File: config.mk
export PLATFORM = sky130hd
export DESIGN_NAME = weight_buffer_streamer
export DESIGN_NICKNAME = d
export VERILOG_FILES = /design/src/rtl/weight_buffer_streamer.sv
export SDC_FILE = /design/constraint.sdc
export NUM_CORES = 1
export LEC_CHECK = 0
export ABC_AREA = 1
export CORE_ASPECT_RATIO = 0.6
export CORE_MARGIN = 8
export CORE_UTILIZATION = 57
export CTS_CLUSTER_SIZE = 8
export DETAILED_ROUTE_END_ITERATION = 7
export PLACE_DENSITY = 0.81
export SLEW_MARGIN = 0
export SYNTH_ARGS = -nofsm -noshare
export SYNTH_HDL_FRONTEND = slang
export SYNTH_SLANG_ARGS = --single-unit
File: constraint.sdc
create_clock -name clk -period 2.8 [get_ports clk]
set_input_delay 0.28 -clock clk [delete_from_list [all_inputs] [get_ports clk]]
set_output_delay 0.28 -clock clk [all_outputs]
set_load 0.005 [all_outputs]
File: src/rtl/weight_buffer_streamer.sv
// Ping-pong weight buffer consumer: reads the filled bank through a
// 1-cycle-latency read port and streams it to the PE array via valid/ready.
// Optional feature macro: WSTREAM_REPEAT_EN (honour cfg_repeat per bank).
`timescale 1ns/1ps

module weight_buffer_streamer #(
    parameter int unsigned DATA_WIDTH = 64,
    parameter int unsigned BUF_AW     = 10,
    parameter int unsigned FIFO_DEPTH = 4
) (
    input  logic                  clk,
    input  logic                  reset,
    input  logic                  fill_done,
    input  logic                  fill_sel,
    input  logic [BUF_AW:0]       fill_count,
    input  logic [7:0]            cfg_repeat,
    output logic [1:0]            bank_free,
    output logic                  bank_release,
    output logic                  release_sel,
    output logic                  buf_rd_en,
    output logic                  buf_rd_sel,
    output logic [BUF_AW-1:0]     buf_rd_addr,
    input  logic [DATA_WIDTH-1:0] buf_rd_data,
    output logic                  out_valid,
    input  logic                  out_ready,
    output logic [DATA_WIDTH-1:0] out_data,
    output logic                  out_last,
    output logic                  ovf_err
);

    localparam int unsigned CW  = BUF_AW + 1;
    localparam int unsigned PW  = $clog2(FIFO_DEPTH);
    localparam int unsigned FCW = PW + 1;
    localparam int unsigned OCW = PW + 2;

    typedef enum logic [1:0] {
        S_IDLE,
        S_STREAM,
        S_DRAIN,
        S_RELEASE
    } state_t;

    typedef struct packed {
        logic                  last;
        logic [DATA_WIDTH-1:0] data;
    } fifo_entry_t;

    state_t            state_q;
    logic              cur_bank_q;
    logic [1:0]        bank_full_q;
    logic [CW-1:0]     fill_cnt_q [2];
    logic [CW-1:0]     cnt_q;
    logic [7:0]        rep_q;
    logic [BUF_AW-1:0] addr_q;
    logic              rd_en_q;
    logic              rd_sel_q;
    logic [BUF_AW-1:0] rd_addr_q;
    logic              rd_last_q;
    logic              pend_q;
    logic              pend_last_q;
    logic              release_q;
    logic              release_sel_q;
    logic              ovf_q;

    fifo_entry_t       mem_q [FIFO_DEPTH];
    logic [PW-1:0]     wr_ptr_q;
    logic [PW-1:0]     rd_ptr_q;
    logic [FCW-1:0]    count_q;

    logic              pop_c;
    logic              push_c;
    logic [OCW-1:0]    occ_c;
    logic              issue_ok_c;
    logic              at_end_c;
    logic              drained_c;
    logic [7:0]        rep_start_c;

`ifdef WSTREAM_REPEAT_EN
    assign rep_start_c = (cfg_repeat == 8'd0) ? 8'd1 : cfg_repeat;
`else
    logic unused_cfg_repeat;
    assign unused_cfg_repeat = ^cfg_repeat;
    assign rep_start_c       = 8'd1;
`endif

    // Flow control: a new read may issue only if it is guaranteed a FIFO slot on return
    always_comb begin
        pop_c      = out_valid & out_ready;
        push_c     = pend_q;
        occ_c      = OCW'(count_q) + OCW'(rd_en_q) + OCW'(pend_q) - OCW'(pop_c);
        issue_ok_c = (occ_c < OCW'(FIFO_DEPTH));
        at_end_c   = (CW'(addr_q) == (cnt_q - CW'(1)));
        drained_c  = !rd_en_q && !pend_q && (count_q == FCW'(pop_c));
    end

    // Bank bookkeeping, streaming FSM and registered read-port outputs
    always_ff @(posedge clk or negedge reset) begin
        if (!reset) begin
            state_q       <= S_IDLE;
            cur_bank_q    <= 1'b0;
            bank_full_q   <= 2'b00;
            fill_cnt_q    <= '{default: '0};
            cnt_q         <= '0;
            rep_q         <= 8'd0;
            addr_q        <= '0;
            rd_en_q       <= 1'b0;
            rd_sel_q      <= 1'b0;
            rd_addr_q     <= '0;
            rd_last_q     <= 1'b0;
            pend_q        <= 1'b0;
            pend_last_q   <= 1'b0;
            release_q     <= 1'b0;
            release_sel_q <= 1'b0;
            ovf_q         <= 1'b0;
        end else begin
            rd_en_q     <= 1'b0;
            release_q   <= 1'b0;
            pend_q      <= rd_en_q;
            pend_last_q <= rd_last_q;

            case (state_q)
                S_IDLE: begin
                    if (bank_full_q[cur_bank_q]) begin
                        cnt_q   <= fill_cnt_q[cur_bank_q];
                        rep_q   <= rep_start_c;
                        addr_q  <= '0;
                        state_q <= (fill_cnt_q[cur_bank_q] == '0) ? S_RELEASE : S_STREAM;
                    end
                end
                S_STREAM: begin
                    if (issue_ok_c) begin
                        rd_en_q   <= 1'b1;
                        rd_sel_q  <= cur_bank_q;
                        rd_addr_q <= addr_q;
                        rd_last_q <= at_end_c && (rep_q <= 8'd1);
                        if (at_end_c) begin
                            if (rep_q > 8'd1) begin
                                addr_q <= '0;
                                rep_q  <= rep_q - 8'd1;
                            end else begin
                                state_q <= S_DRAIN;
                            end
                        end else begin
                            addr_q <= addr_q + BUF_AW'(1);
                        end
                    end
                end
                S_DRAIN: begin
                    if (drained_c) begin
                        state_q <= S_RELEASE;
                    end
                end
                S_RELEASE: begin
                    bank_full_q[cur_bank_q] <= 1'b0;
                    release_q               <= 1'b1;
                    release_sel_q           <= cur_bank_q;
                    cur_bank_q              <= ~cur_bank_q;
                    state_q                 <= S_IDLE;
                end
                default: state_q <= S_IDLE;
            endcase

            // A fill for a bank still marked full (including the one being released) is an overflow
            if (fill_done) begin
                if (bank_full_q[fill_sel]) begin
                    ovf_q <= 1'b1;
                end else begin
                    bank_full_q[fill_sel] <= 1'b1;
                    fill_cnt_q[fill_sel]  <= fill_count;
                end
            end
        end
    end

    // Output skid FIFO: captures read data one cycle after the strobe, tagged with the final-word bit
    always_ff @(posedge clk or negedge reset) begin
        if (!reset) begin
            mem_q    <= '{default: '0};
            wr_ptr_q <= '0;
            rd_ptr_q <= '0;
            count_q  <= '0;
        end else begin
            if (push_c) begin
                mem_q[wr_ptr_q] <= '{last: pend_last_q, data: buf_rd_data};
                wr_ptr_q        <= wr_ptr_q + PW'(1);
            end
            if (pop_c) begin
                rd_ptr_q <= rd_ptr_q + PW'(1);
            end
            count_q <= count_q + FCW'(push_c) - FCW'(pop_c);
        end
    end

    assign bank_free    = ~bank_full_q;
    assign bank_release = release_q;
    assign release_sel  = release_sel_q;
    assign buf_rd_en    = rd_en_q;
    assign buf_rd_sel   = rd_sel_q;
    assign buf_rd_addr  = rd_addr_q;
    assign ovf_err      = ovf_q;
    assign out_valid    = (count_q != '0);
    assign out_data     = mem_q[rd_ptr_q].data;
    assign out_last     = out_valid & mem_q[rd_ptr_q].last;

endmodule
==> out/metrics.cfg, run 1 <==
[worst_setup_path]
worstSetupPathType=register to output pin
arrival_ns=2.42
endpoint_kind=output pin
reg2reg_depth=22
reg2reg_slack_ns=0.15
startpoint_type=register
timing.rr.start=count_q[1]
required_ns=2.52
worstReg2RegEnd=addr_q[6]
critPathMaxFanout=18

[logic_synthesis]
yosysUniqueCellTypes=34
postSynthAreaPerCell_um2=8.31
synth_fp_nets=1973
syn-cell-area_um2=15500
synth_top_family_by_area=simple AND/OR/NAND/NOR gates
synth_edf_count=0
synth_compound_area_share_pct=17.5
synth_most_common_cell=nand2_1
synth.ff_latch_count=341
yosysTopAreaCellShare_pct=55.0
async_flop_share_pct=100
synthAdderAreaFrac_pct=1.58
synthTopCellsByArea=dfrtp_1, o21ai_0, nand2_1
synth.area.mux_share_pct=0.331
syn_inst=1866
ys.flop_type=dfrtp_1
synth_top_area_cell=dfrtp_1
seq_area_frac_synth_pct=55.0
netlist_top_cells_count=nand2_1, o21ai_0, dfrtp_1, nor2_1, inv_1
synthSimpleGateAreaFrac_pct=18.0
synth_xor_area_share_pct=1.07
yosys_warnings=0

[cts]
clk_latency_ns=0.54
cts_tree=yes
numCtsBuffers=48
clk_pin_slew_worst_paths_ns=0.05
cts.sink_count=341
cts-root-buf=clkbuf_16
cts.htree.levels=2
cts.path.max_buffers=3

[min_path]
holdPathStages=3
min_from=fill_count[10]
min_to=fill_cnt_q[10]
min_path_type=input pin to register

[run]
drv_cap=0

[global_route]
grt_first_pass_wirelength_mm=66.2
track_usage_pct=24.3
antenna_found_initial=2
grt_max_degree=115
grt_overflow=0
first_global_vias=12651

[power]
p_switching_mw=9.16
peakVddDrop_v=0.000663
intPower_mw=14.8
pwr-share-clk_pct=21.1
p_leak_nw=9.18
p_per_area_nw_per_um2=1260
power_frac_comb_pct=43.2
pwr-share-seq_pct=35.7
switching_share_pct=38.2

[finish]
final_util_pct=71.6
fillCellCount=2005
nets=2116
finalNonFillerCells=2375
fin_area_um2=19000
layout-drive-gt1-share_pct=7.90
areaGrowthSynthToFinish_pct=22.7

[timing]
slew_headroom_pct=45.6
min_period_ns=2.70
setup_violations=0
fin_skew_ns=0.0117
fin_crit_sh_pct=96.5
worstMarginPinSlew_ns=0.808
hold_violations=0
fmax_ghz=0.370
slew_violations=0

[die]
die_area_um2=32900
die_x_um=229
initial_utilization_pct=58.3
rows=46
io_pins=171
core_area_um2=26600
die_h_um=144

[routing]
drt_iter0_drc=1346
vias=13342
first_pass_iters=5
ant_nets=0
wl_per_cell_um=17.4
vias_per_cell=5.62
drc=0
wl_mm=41.3

[placement]
place_area_um2=17500
dp_hpwl_mm=25.7
portBuffers=162
dpl.cell_count=2306
place.gp.congestion=0.875

[outcome]
status=completed

-- cells in the final DEF (no fill, tap or decap), types with 10 or more instances in the layout --
master / n
ha_1: 17
dfrtp_1: 339
buf_4: 24
clkdlybuf4s50_1: 161
buf_12: 10
inv_1: 137
nand2_1: 438
clkbuf_16: 49
nor2_1: 178
o21ai_0: 437
xor2_1: 16
nand3_1: 32
nand2_2: 11
o22ai_1: 64
-- critical path, stage by stage (launching register included) --
cell and delay [ns]:
dfrtp_2 0.42, inv_2 0.18, buf_4 0.28, o21ai_0 0.14, o22ai_1 0.27, clkdlybuf4s50_1 0.57
-- logic make-up (layout without fill, tap and decap cells) --
logic type | after synthesis | count (layout)
AND/OR/NAND/NOR | 700 | 701
XOR/XNOR | 19 | 19
buffers and inverters | 262 | 408
adder cells (fa/ha/maj) | 19 | 19
flip-flops | 341 | 341
other | 0 | 2
AO/OA/AOI/OAI | 520 | 520
multiplexers | 5 | 5
-- worst max path at each step --
stage                start           end  slack, ns
2_1_floorplan   count_q[1]     addr_q[4]       0.26
3_3_place_gp     out_ready     addr_q[6]       0.06
3_5_place_dp    count_q[1]     addr_q[6]      -0.14
4_1_cts        rd_ptr_q[0]  out_data[36]       0.01
5_1_grt         count_q[1]      rep_q[2]      -0.06
6_report       rd_ptr_q[1]  out_data[33]        0.1
-- per-stage QoR --
stage               hold slack (ns)  total power [mW]  worst slack (ns)  TNS (ns)
CTS                           0.315              23.6            0.0122         0
detailed placement            0.318              18.3            -0.141    -0.972
finish                        0.330              24.0            0.0971         0
floorplan                   -0.0156              14.1             0.258         0
global route                  0.341              25.7           -0.0603    -0.644
global placement              0.316              17.9            0.0645         0
-- layout make-up --
| cell class | count | area [um^2] | share of cell area (%) |
|---|---|---|---|
| repair inverters | 3 | 22.5 | 0.118 |
| clock inverters | 3 | 22.5 | 0.118 |
| well taps | 360 | 450 | 2.37 |
| repair buffers | 203 | 2090 | 11.0 |
| flip-flops and latches | 341 | 8540 | 44.9 |
| inverters | 148 | 563 | 2.96 |
| clock buffers | 51 | 1230 | 6.48 |
| diodes | 2 | 5.00 | 0.0263 |
| multi-input cells | 1264 | 6100 | 32.1 |
-- metal layers --
| metal | up-vias | part of all wire [%] | track usage [%] | routed length [um] |
|---|---|---|---|---|
| met5 | - | 0 | 0 | 0 |
| met4 | 0 | 2.0 | 6.99 | 810 |
| met3 | 67 | 8.4 | 5.65 | 3490 |
| met2 | 587 | 45 | 37.6 | 18700 |
| met1 | 6345 | 44 | 34.2 | 18300 |
| li1 | 6343 | - | - | - |
-- registers in the layout (all words and copies together) (netlist names), 3 cells and up --
signal,count
mem_q,260
rep_q,8
buf_rd_addr,10
fill_cnt_q,22
addr_q,10
cnt_q,11
count_q,3
-- power groups by stage --
| stage | registers (mW) | logic (mW) | clock network, mW |
|---|---|---|---|
| floorplan | 8.17 | 5.89 | 0 |
| finish | 8.56 | 10.4 | 5.07 |
| CTS | 8.51 | 9.93 | 5.13 |
| detailed placement | 8.52 | 9.79 | 0 |
| global route | 8.82 | 11.5 | 5.34 |
| global placement | 8.42 | 9.46 | 0 |
-- repair_timing --
item	4_1_cts	5_1_grt
cloned	0	4
pin swaps	1	6
resized for setup	4	34
hold buffers	1	0
endpoints found under the setup margin	13	39
hold endpoints to repair	76	0
buffers inserted	1	7
Power figures use the tool's default switching activity.
==> run 2, diff against run 1 <==
Settings changed: PLACE_DENSITY 0.81 to 0.91.
==> out/metrics.cfg, run 2 (synthesis results as in run 1) <==
[placement]
dpl.cell_count=2308  ; +0.087%
dp_hpwl_mm=26.3  ; +2.4%
place.gp.congestion=0.894  ; +2.2%
place_area_um2=17600  ; +0.37%
portBuffers=162  ; unchanged

[cts]
cts.htree.levels=2  ; unchanged
clk_latency_ns=0.56  ; +0.02 ns
numCtsBuffers=48  ; unchanged
cts_tree=yes
clk_pin_slew_worst_paths_ns=0.05  ; about the same
cts.path.max_buffers=3  ; unchanged
cts.sink_count=341  ; unchanged
cts-root-buf=clkbuf_16

[finish]
fillCellCount=1850  ; -7.7%
fin_area_um2=19100  ; +0.59%
multi_input_area_um2=6070  ; -0.64%
nets=2119  ; +0.14%
largest_register_ff_count=260  ; unchanged
layout_common_cells=nand2_1, o21ai_0, dfrtp_1
layout_commonest_cell=nand2_1
top_register=mem_q
areaGrowthSynthToFinish_pct=23.4
finalNonFillerCells=2375  ; unchanged
antenna_cells=0  ; -2
layout-drive-gt1-share_pct=7.99  ; +0.091 points
top_regs=mem_q: 260 flops, fill_cnt_q: 22 flops, cnt_q: 11 flops
seq_area_um2=8540  ; unchanged

[global_route]
track_usage_pct=25.4  ; +1.0 points
antenna_found_initial=0  ; -2
first_global_vias=13679  ; +8.1%
grt_max_degree=89  ; -23%
grt_overflow=0  ; unchanged
grt_first_pass_wirelength_mm=69.5  ; +5.0%

[die]
rows=46  ; unchanged
initial_utilization_pct=58.3  ; unchanged
core_area_um2=26600  ; unchanged
io_pins=171  ; unchanged
die_h_um=144  ; unchanged
die_area_um2=32900  ; unchanged
die_x_um=229  ; unchanged

[routing]
ant_nets=0  ; unchanged
first_pass_iters=5  ; unchanged
wl_mm=43.0  ; +4.1%
wl_per_cell_um=18.1  ; +4.1%
vias_per_cell=5.82  ; +3.5%
drc=0  ; unchanged
drt_iter0_drc=1642  ; +22%
vias=13813  ; +3.5%

[worst_setup_path]
reg2reg_slack_ns=0.08  ; -0.07 ns
endpoint_kind=output pin
cp-endpoint=out_data[59]
timing.rr.start=count_q[1]
arrival_ns=2.46  ; +0.04 ns
critPathMaxFanout=59  ; +41
required_ns=2.52  ; about the same
worstReg2RegEnd=buf_rd_addr[6]
worstSetupPathType=register to output pin
startpoint_type=register
reg2reg_depth=18  ; -18%
crit_start=rd_ptr_q[0]

[power]
p_per_area_nw_per_um2=1270  ; +0.48%
power.total_mw=24.3  ; +1.1%
peakVddDrop_v=0.000872  ; +32%
p_leak_nw=9.24  ; +0.58%

[timing]
slew_violations=0  ; unchanged
rsz0062_at_grt=yes
slew_headroom_pct=50.2  ; +4.6 points
fin_skew_ns=0.0264  ; +0.0147 ns
hold_violations=0  ; unchanged
min_period_ns=2.74  ; +0.0384 ns
fin_crit_sh_pct=97.9  ; +1.4 points
fmax_ghz=0.365  ; -1.4%
worstMarginPinSlew_ns=0.745  ; -0.0632 ns
setup_violations=0  ; unchanged

[run]
drv_cap=0  ; unchanged

[outcome]
status=completed

[min_path]
min_path_type=input pin to register

==> run 2: worst min-delay path by stage <==
stage / start / to / slack [ns] / depth (start not counted)
3_3_place_gp: reset / mem_q[33] / 0.34 / 1
4_1_cts: fill_count[0] / fill_cnt_q[0] / 0.29 / 3
2_1_floorplan: reset / addr_q[0] / -0.02 / 0
3_5_place_dp: reset / mem_q[33] / 0.35 / 1
6_report: fill_count[0] / fill_cnt_q[0] / 0.31 / 3
5_1_grt: fill_count[0] / fill_cnt_q[0] / 0.32 / 3
==> run 2: final cells by class <==
class | count | area share, %
Clock inverter | 3 | 0.268
Clock buffer | 50 | 6.43
Timing Repair Buffer | 207 | 11.5
Sequential cell | 341 | 44.6
Timing Repair inverter | 3 | 0.105
Inverter | 148 | 3.01
Tap cell | 360 | 2.35
Multi-Input combinational cell | 1263 | 31.7
==> run 2: layer usage <==
layer,GRT usage [%],up-vias,share of wire [%]
met5,0,-,0
li1,-,6356,-
met2,41.5,692,48
met1,34.1,6651,42
met4,7.19,0,2.2
met3,5.59,114,8.4
==> run 2: power breakdown <==
group | total, mW | leakage, nW | switching [mW] | internal [mW]
clock | 5.12 | 0.627 | 2.04 | 3.07
sequential | 8.62 | 4.00 | 1.40 | 7.22
combinational | 10.5 | 4.61 | 5.88 | 4.65
==> run 2: critical path: stages (launching register included) <==
cell and delay, ns:
dfrtp_4 0.57, buf_16 0.30, o21ai_0 0.13, o22ai_1 0.31, clkdlybuf4s50_1 0.57
==> run 2: repair_timing <==
item	CTS	global route
gates cloned	1	4
endpoints found under the setup margin	65	49
hold buffers	1	0
hold endpoints to repair	78	0
pin swaps	0	12
gates resized for setup	9	27
setup buffers	0	8
==> run 2: through the flow <==
stage / utilization (%) / setup TNS [ns] / worst slack, ns / hold slack, ns
2_1_floorplan: - / 0 / 0.258 / -0.0156
3_3_place_gp: 66.2 / 0 / 0.0800 / 0.342
3_5_place_dp: 66.2 / -0.265 / -0.0439 / 0.354
4_1_cts: 71.2 / 0 / 0.0111 / 0.291
5_1_grt: 72.0 / -0.698 / -0.0788 / 0.322
6_report: 72.0 / 0 / 0.0587 / 0.314
==> run 3, diff against run 2 <==
Settings changed: RECOVER_POWER set to 25.
==> out/metrics.cfg, run 3 (synthesis results as in run 1) <==
[outcome]
status=complete, but fails checks
violations=max-capacitance violations, max-slew violations

[cts]
cts.sink_count=341  ; unchanged
clk_pin_slew_worst_paths_ns=0.05  ; about the same
clk_latency_ns=0.56  ; about the same
numCtsBuffers=48  ; unchanged
cts_tree=yes
cts.htree.levels=2  ; unchanged
cts.path.max_buffers=3  ; unchanged
cts-root-buf=clkbuf_16

[worst_setup_path]
critPathBufInv=2  ; unchanged
critPathMaxFanout=59  ; unchanged
path_delay_family=buffers and inverters
startpoint_type=register
arrival_ns=2.46  ; about the same
slowest_stage=dfrtp_4
worstSetupPathType=register to output pin
path_cells=buf_16 -> o21ai_0 -> o22ai_1 -> clkdlybuf4s50_1
endpoint_kind=output pin
required_ns=2.52  ; about the same
max_stage_delay_ns=0.58  ; about the same

[finish]
nets=2119  ; unchanged
final_util_pct=71.9  ; about the same
top_register=mem_q
fillCellCount=1852  ; +0.11%
layout_common_cells=nand2_1, o21ai_0, dfrtp_1
layout-drive-gt1-share_pct=7.94  ; -0.050 points
layout_commonest_cell=nand2_1
areaGrowthSynthToFinish_pct=23.3  ; about the same
largest_register_ff_count=260  ; unchanged
top_regs=mem_q: 260 flops, fill_cnt_q: 22 flops, cnt_q: 11 flops
antenna_cells=0  ; unchanged

[die]
io_pins=171  ; unchanged
rows=46  ; unchanged
core_area_um2=26600  ; unchanged
die_h_um=144  ; unchanged
initial_utilization_pct=58.3  ; unchanged
die_x_um=229  ; unchanged
die_area_um2=32900  ; unchanged

[global_route]
track_usage_pct=25.4  ; unchanged
first_global_vias=13679  ; unchanged
antenna_found_initial=0  ; unchanged
grt_overflow=0  ; unchanged
grt_max_degree=89  ; unchanged
grt_first_pass_wirelength_mm=69.5  ; unchanged

[power]
pwr-share-clk_pct=21.1  ; about the same
p_per_area_nw_per_um2=1270  ; about the same
switching_share_pct=38.4  ; about the same
pwr-share-seq_pct=35.6  ; about the same
power_frac_comb_pct=43.4  ; about the same
p_switching_mw=9.31  ; -0.12%
p_leak_nw=9.23  ; about the same
intPower_mw=14.9  ; about the same
power.total_mw=24.2  ; about the same
peakVddDrop_v=0.000874  ; +0.26%

[placement]
portBuffers=162  ; unchanged
place.gp.congestion=0.894  ; unchanged
dp_hpwl_mm=26.3  ; unchanged

[timing]
setup_violations=0  ; unchanged
worstMarginPinSlew_ns=2.38  ; +1.64 ns
fin_crit_sh_pct=98.0  ; about the same
slew_headroom_pct=-58.7  ; -110 points
fmax_ghz=0.365  ; about the same
fin_skew_ns=0.0259  ; -0.000466 ns
min_period_ns=2.74  ; +0.00214 ns
hold_violations=0  ; unchanged
rsz0062_at_grt=yes
slew_violations=85  ; +85
whs_ns=0.313  ; -0.000318 ns

[routing]
vias_per_cell=5.81  ; about the same
wl_met1_mm=18.0  ; +0.23%
wl_mm=43.0  ; about the same
wl_met2_mm=20.5  ; -0.35%
ant_nets=0  ; unchanged
vias=13800  ; -0.094%
first_pass_iters=6  ; +1
drc=0  ; unchanged
wl_per_cell_um=18.1  ; about the same
highest_layer=met4
drt_iter0_drc=1545  ; -5.9%
route.met3.wl_mm=3.65  ; +1.1%

[run]
drv_cap=1  ; +1

[min_path]
min_path_type=input pin to register

-- run 3: cell count changes in the layout (fill, tap and decap cells not counted), sizes merged --
cell / delta
buf: -3
clkbuf: +3
-- run 3: repair_timing --
item | in CTS | in global routing
cloned | 1 | 4
endpoints found under the setup margin | 65 | 49
pin swaps | 0 | 12
endpoints found under the hold margin | 78 | 0
setup buffers | 0 | 8
resized for setup | 9 | 27
hold buffers | 1 | 0
-- run 3: area by class of cell --
type | instances | area, um^2 | share of cell area [%]
well taps | 360 | 450 | 2.36
multi-input cells | 1263 | 6070 | 31.7
inverters | 148 | 576 | 3.01
repair inverters | 3 | 20.0 | 0.105
repair buffers | 207 | 2190 | 11.5
clock buffers | 50 | 1230 | 6.43
flip-flops and latches | 341 | 8540 | 44.6
clock inverters | 3 | 51.3 | 0.268
-- run 3: worst min-delay path: cells and delay by family --
| kind | cells | cell delay (ns) |
|---|---|---|
| buf+inv | 2 | 0.45 |
| compound gates | 1 | 0.07 |
-- run 3: stage by stage --
| step | instances | instance area [um^2] | TNS (ns) | worst slack, ns |
|---|---|---|---|---|
| after global placement | 2308 | 17600 | 0 | 0.0800 |
| after floorplan | 1866 | 15500 | 0 | 0.258 |
| final | 2375 | 19100 | 0 | 0.0566 |
| after global routing | 2375 | 19100 | -0.698 | -0.0788 |
| after detailed placement | 2308 | 17600 | -0.265 | -0.0439 |
| after CTS | 2363 | 18900 | 0 | 0.0111 |
-- run 3: per-layer routing --
metal,GRT usage [%],vias up
met5,0,-
met4,7.19,0
met3,5.59,109
met2,41.5,704
met1,34.1,6633
li1,-,6354
-- run 3: path summary, 6_finish.rpt --
| kind | start | to | slack [ns] | depth (start not counted) |
|---|---|---|---|---|
| max in group asynchronous | reset | mem_q[70] | 0.40 | 3 |
| min reg2reg | rd_last_q | pend_last_q | 0.39 | 0 |
| max reg2reg | count_q[1] | buf_rd_addr[6] | 0.07 | 18 |
| min in group asynchronous | reset | mem_q[33] | 1.00 | 2 |
| max | rd_ptr_q[0] | out_data[59] | 0.06 | 4 |
| min | fill_count[0] | fill_cnt_q[0] | 0.31 | 3 |
-- run 3: power by group through the flow --
stage | logic [mW] | clock network, mW | registers [mW]
after global placement | 9.40 | 0 | 8.43
final | 10.5 | 5.11 | 8.62
after detailed placement | 9.86 | 0 | 8.58
after global routing | 11.6 | 5.39 | 8.87
after floorplan | 5.89 | 0 | 8.17
after CTS | 10.1 | 5.17 | 8.59
